### config.mk
export PLATFORM = sky130hd
export DESIGN_NAME = demux1x5_stream
export DESIGN_NICKNAME = d
export VERILOG_FILES = /design/src/rtl/demux1x5_stream.sv
export SDC_FILE = /design/constraint.sdc
export NUM_CORES = 1
export LEC_CHECK = 0
export ABC_AREA = 1
export BUFFER_PORTS_ARGS = -buffer_cell sky130_fd_sc_hd__buf_2
export CAP_MARGIN = 15
export CELL_PAD_IN_SITES_DETAIL_PLACEMENT = 1
export CELL_PAD_IN_SITES_GLOBAL_PLACEMENT = 2
export CORE_MARGIN = 1
export CORE_UTILIZATION = 25
export CTS_CLUSTER_DIAMETER = 60
export DETAILED_ROUTE_END_ITERATION = 6
export PLACE_DENSITY_LB_ADDON = 0.1
export SLEW_MARGIN = 20
export SYNTH_ARGS = -nofsm -noshare
export SYNTH_HDL_FRONTEND = slang
export SYNTH_SLANG_ARGS = --single-unit
### constraint.sdc
create_clock -name clk -period 1.7 [get_ports clk]
set_input_delay 0.17 -clock clk [delete_from_list [all_inputs] [get_ports clk]]
set_output_delay 0.17 -clock clk [all_outputs]
set_load 0.03 [all_outputs]
### src/rtl/demux1x5_stream.sv
// 1-to-5 word demux. A 3-bit select or an internal round-robin pointer picks the
// output channel. Each channel has a one-entry holding register with a valid/ready handshake.

module demux1x5_stream_lane #(
   parameter int WIDTH = 8
) (
   input  logic             clk,
   input  logic             rst,
   input  logic             load,
   input  logic [WIDTH-1:0] din,
   input  logic             ready,
   output logic             valid,
   output logic [WIDTH-1:0] data
);

   // Load wins over drain, so back-to-back words on one channel leave no bubble.
   always_ff @(posedge clk) begin
      if (rst) begin
         valid <= 1'b0;
         data  <= '0;
      end else if (load) begin
         valid <= 1'b1;
         data  <= din;
      end else if (ready) begin
         valid <= 1'b0;
      end
   end

endmodule

module demux1x5_stream #(
   parameter int WIDTH = 8
) (
   input  logic               clk,
   input  logic               rst,
   input  logic               in_valid,
   output logic               in_ready,
   input  logic [WIDTH-1:0]   in_data,
   input  logic [2:0]         sel,
   input  logic               auto_mode,
   output logic [4:0]         out_valid,
   input  logic [4:0]         out_ready,
   output logic [5*WIDTH-1:0] out_data,
   output logic [2:0]         rr_ptr
);

   localparam int NUM_LANES = 5;

   logic [2:0]                          dest;
   logic                                accept;
   logic [NUM_LANES-1:0]                load;
   logic [NUM_LANES-1:0][WIDTH-1:0]     lane_data;

   // Selects 4..7 all fold onto channel 4, matching the 5x1 mux tree.
   always_comb begin
      dest = 3'd0;
      if (auto_mode)
         dest = rr_ptr;
      else if (sel[2])
         dest = 3'd4;
      else
         dest = {1'b0, sel[1:0]};
   end

   assign in_ready = !rst && (!out_valid[dest] || out_ready[dest]);
   assign accept   = in_valid && in_ready;

   always_comb begin
      load = '0;
      if (accept)
         load[dest] = 1'b1;
   end

   genvar g;
   generate
      for (g = 0; g < NUM_LANES; g++) begin : g_lane
         demux1x5_stream_lane #(.WIDTH(WIDTH)) u_lane (
            .clk   (clk),
            .rst   (rst),
            .load  (load[g]),
            .din   (in_data),
            .ready (out_ready[g]),
            .valid (out_valid[g]),
            .data  (lane_data[g])
         );
      end
   endgenerate

   assign out_data = lane_data;

   // Pointer only moves on an accepted word, so a stalled channel is never skipped.
   always_ff @(posedge clk) begin
      if (rst)
         rr_ptr <= 3'd0;
      else if (accept && auto_mode)
         rr_ptr <= (rr_ptr == 3'd4) ? 3'd0 : rr_ptr + 3'd1;
   end

endmodule

Word level (Yosys, flattened, before mapping)
Cells that the tools add are included.
{"block": "totals", "regBits": 48, "in_bits": 20, "out_inout_bits": 49, "elab_cells": 47}
{"block": "op_classes", "add_sub_neg": 1, "n_lt_le_gt_ge": 2, "eq_ne": 1, "mux": 20, "n_reduce_logical": 12}
{"op": "$mux W1", "count": 13}
{"op": "$reduce_bool A2 Y1", "count": 5}
{"op": "$mux W3", "count": 3}
{"op": "$bmux W1 S3", "count": 2}
{"op": "$mux W5", "count": 1}
{"op": "$logic_and A1 B1 Y1", "count": 4}
{"op": "$lt A3 B4 Y1 const B", "count": 1}
{"op": "$add A3 B1 Y3 const B", "count": 1}
{"op": "$demux W1 S3", "count": 1}
{"op": "$eq A3 B3 Y1 const B", "count": 1}
{"op": "$ge A3 B1 Y1 const B", "count": 1}
{"op": "$logic_not A1 Y1", "count": 2}
{"op": "$logic_or A1 B1 Y1", "count": 1}

Longest topological paths before layout
{"block": "depth", "ltp_word": 10, "mapped_depth": 14, "depth_no_buf": 13}

Modules after synthesis
A second synthesis with hierarchy kept.
{"block": "hier_totals", "cells_unflattened": 269, "hier_area_um2": 2083.2}
{"mod": "demux1x5_stream_lane", "instances": 5, "cells_each": 38, "area_each_um2": 304.0, "seq_area_each_um2": 180.2}
{"mod": "demux1x5_stream", "instances": 1, "cells_each": 79, "area_each_um2": 563.0, "seq_area_each_um2": 60.1}

Worst setup path before layout
OpenSTA, ideal clock, no wires.
{"block": "synth_path", "path_type": "flip-flop to flip-flop", "from": "register rr_ptr[0]", "to": "register g_lane[2].u_lane.data[0]", "setup_ns": 0.113, "arrival_ns": 1.837, "t_required_ns": 1.587, "path_slack_ns": -0.249, "path_stages_with_launch": 13, "path_buffers": 1, "period_less_slack_ns": 1.949, "path_cell_list": "dfxtp_1 -> inv_1 -> nand2_1 -> clkinv_1 -> nor2_4 -> nand3_1 -> nand2_1 -> nor3_4 -> nand2_4 -> nand4_4 -> buf_6 -> nor2_1 -> nor2_1"}
{"block": "synth_between", "elab_chain_len": 8}
{"element": "start, declared", "line_no": "44", "source": "output logic [2:0] rr_ptr"}
{"element": "start signal, assigned", "line_no": "96", "source": "rr_ptr <= (rr_ptr == 3'd4) ? 3'd0 : rr_ptr + 3'd1;"}
{"element": "$mux W3 (*)", "line_no": "57", "source": "if (auto_mode)"}
{"element": "parallel branches: the longest is 6 deep, another holds $lt A3 B4 Y1"}
{"element": "$mux W5 (*)", "line_no": "70", "source": "if (accept)"}
{"element": "end signal, assigned", "line_no": "23", "source": "data <= din;"}
{"element": "end, declared", "line_no": "13", "source": "output logic [WIDTH-1:0] data"}
Every way passes the cells marked *. The select of a mux whose other input is x is not followed.
A chain may end at the register's enable or synchronous reset.

Worst setup path in the final report
{"block": "layout_path", "from": "register rr_ptr[0]", "to": "register g_lane[0].u_lane.data[7]"}
{"block": "layout_between", "elab_chain_len": 8}
{"element": "$mux W3 (*)", "line_no": "57"}
{"element": "parallel branches: the longest is 6 deep, another holds $lt A3 B4 Y1"}
{"element": "$mux W5 (*)", "line_no": "70"}
{"element": "end signal, assigned", "line_no": "23"}
{"element": "end, declared", "line_no": "13"}
Marked as above.

==> flow_summary.json <==
{
  "synth_seq_cells": 48,
  "power.leakage_nw": 1.754,
  "dpl_cell_area_mm2": 0.002888,
  "clk_latency_ns": 0.30,
  "timing.slew.headroom_pct": 60.48,
  "crit_required_ns": 1.91,
  "grt_pass1_vias": 2293,
  "layout_min_cycle_time_ns": 1.786,
  "place_hpwl_um": 4988,
  "path_clk_slew_ns": 0.09,
  "vias_per_cell": 4.061,
  "busiest_layer": "met2",
  "num_io_pins": 69,
  "grt_use_met2_pct": 25.73,
  "fin_cells": 561,
  "wire_per_inst_um": 13.23,
  "cap_viol_max_count": 0,
  "design.die.area_mm2": 0.01000,
  "hold_viol_final": 0,
  "drtAntennaViolNets": 0,
  "cts_tree": "yes",
  "syn-cell-area_mm2": 0.002401,
  "synth_seq_area_share_pct": 40.02,
  "grtUsageTotal_pct": 15.72,
  "ys_warn_count": 0,
  "post-route-period-util_pct": 105.1,
  "rsz0062_at_grt": "yes",
  "cp.arrival_ns": 2.00,
  "use_met1_pct": 21.15,
  "clock_skew_ns": 0.005969,
  "hold_path_class": "primary input to flop",
  "routabilityCongestion": 0.7073,
  "rows": 35,
  "path_class": "flop to flop",
  "synth_cell_types": 24,
  "powerDensity_mw_per_mm2": 714.2,
  "fin_nets": 454,
  "crit_path_end_kind": "flop",
  "fin_ws_ns": -0.08635,
  "synth_xor_area_share_pct": 0,
  "die_w_um": 100,
  "clock_path_buffers": 2,
  "area.growth.synth_to_final_pct": 38.04,
  "initial_core_util_pct": 25.86,
  "preCtsSetupSlack_ns": -0.1259,
  "worst_slew_pin_slew_ns": 0.5919,
  "wl_um": 7421,
  "total_power_mw": 2.367,
  "layout-drive-gt1-share_pct": 37.50,
  "fin_util_pct": 35.70,
  "vias": 2278,
  "syn-num-nets": 373,
  "cts_made_buffers": 5,
  "diodes": 0,
  "grt_pass1_wl_um": 11930,
  "die_y_um": 100,
  "core_area_mm2": 0.009284,
  "drc": 0,
  "cts_max_level": 2,
  "worst_ir_drop_vdd_mv": 0.3443,
  "grt_max_degree": 35,
  "fmax_mhz": 559.8,
  "portBuffers": 68,
  "syn_area_per_cell_um2": 6.841,
  "cts_sinks": 48,
  "synthSimpleGateAreaFrac_pct": 43.10,
  "synth_top_family_by_area": "simple AND/OR/NAND/NOR gates",
  "dp.cells": 541,
  "met3_usage_pct": 3.203,
  "synth-compound-area-share_pct": 1.980,
  "grt_antenna_before_repair": 0,
  "startpoint_type": "flop",
  "netlist_instances": 351,
  "finalMaxSlewViolations": 0,
  "drt-initial-drc-count": 44,
  "outcome": "complete, but fails checks",
  "violations": "negative setup slack",
  "finalSetupViolCount": 23,
  "root_buffer": "clkbuf_8",
  "overflow": 0,
  "first_pass_iters": 3,
  "muxShareOfSynthArea_pct": 0,
  "synth_fa_ha_area_share_pct": 1.042,
  "design_area_mm2": 0.003314,
  "cp_max_fo": 17
}
==> what timing repair did <==
item,in CTS,in global routing
hold buffers,0,0
gates resized for setup,20,28
setup buffers,9,0
cloned,4,0
endpoints found under the setup margin,46,49
pin swaps,9,13
==> layout make-up <==
cell class / count / area (um2)
flip-flops and latches: 48 / 967.2
well taps: 129 / 161.4
clock inverters: 2 / 11.26
clock buffers: 5 / 68.82
multi-input cells: 234 / 1313
repair buffers: 88 / 583.1
fillers: 1196 / 5969
inverters: 55 / 210.2
==> power breakdown <==
| group | internal (mW) | total [mW] | switching, mW |
|---|---|---|---|
| combinational | 0.168 | 0.493 | 0.325 |
| sequential | 1.16 | 1.18 | 0.0217 |
| clock | 0.281 | 0.690 | 0.409 |
| total | 1.61 | 2.37 | 0.756 |
==> worst paths after layout <==
path / to / cells after the start / slack, ns / startpoint
setup reg to reg: g_lane[0].u_lane.data[7] / 13 / -0.09 / rr_ptr[0]
setup / recovery: g_lane[0].u_lane.data[7] / 13 / -0.09 / rr_ptr[0]
hold reg to reg: g_lane[4].u_lane.valid / 2 / 0.50 / g_lane[4].u_lane.valid
hold / removal: g_lane[4].u_lane.valid / 4 / 0.14 / out_ready[4]
==> per-stage QoR <==
stage	hold WS, ns	TNS (ns)
3_5_place_dp	0.4566	-3.322
5_1_grt	0.1258	-7.871
3_3_place_gp	0.4522	-1.617
6_report	0.1351	-0.8732
2_1_floorplan	0.3049	0
4_1_cts	0.1261	-0.6086
==> routing by layer <==
layer / part of all wire [%] / wire [um] / vias to the layer above
li1: - / - / 1193
met1: 49 / 3609 / 1035
met2: 47 / 3462 / 43
met3: 3.6 / 269 / 7
met4: 1.1 / 80 / 0
met5: 0 / 0 / -
==> cell usage after synthesis, drive strengths merged <==
cell type | count | area (um2)
nand3 | 10 | 62.56
nor2b | 1 | 13.76
ha | 2 | 25.02
o21ai | 1 | 5.000
dfxtp | 48 | 960.9
nor2 | 95 | 374.1
buf | 15 | 118.9
inv | 54 | 202.7
nor3 | 1 | 16.27
nand2 | 107 | 449.2
o21bai | 1 | 7.510
a21oi | 7 | 35.03
clkbuf | 2 | 7.510
nand4 | 6 | 118.9
clkinv | 1 | 3.750
==> worst max-delay path: stages (launching register included) <==
cell and delay [ns]:
dfxtp_4 0.37, inv_4 0.04, nand2_4 0.06, nand3_4 0.11, nand3_2 0.10, nand2_2 0.06
nor3_4 0.30, nand2_8 0.12, buf_12 0.16, nand4_4 0.06, buf_12 0.15, nand2_2 0.05
nand2_1 0.06, nor2_1 0.04
==> state kept, by name (all words and copies together) (netlist names) <==
name                 flops
g_lane.u_lane.data      40
g_lane.u_lane.valid      5
rr_ptr                   3
==> cells in the final DEF, fill, tap and decap left out, types with 2 or more instances in the layout <==
cell type,netlist,final
nor2_1,92,86
nand2_1,94,76
buf_2,5,67
inv_1,53,50
dfxtp_1,48,45
nand2_2,10,25
buf_4,5,13
nand4_4,5,9
nand3_2,0,6
a21oi_1,7,6
nand2_4,3,5
nor2_4,2,5
clkbuf_8,0,5
buf_12,0,5
nor2_2,1,4
inv_2,1,3
nand3_1,9,3
inv_4,0,2
clkinv_2,0,2
ha_1,2,2
buf_6,5,2
dfxtp_2,0,2
==> kinds of logic (layout without fill, tap and decap cells) <==
| family | Yosys count | in the layout |
|---|---|---|
| flops | 48 | 48 |
| simple gates | 220 | 223 |
| fa+ha+maj | 2 | 2 |
| buf+inv | 72 | 150 |
| compound gates | 9 | 9 |
(Power assumes the default switching activity.)
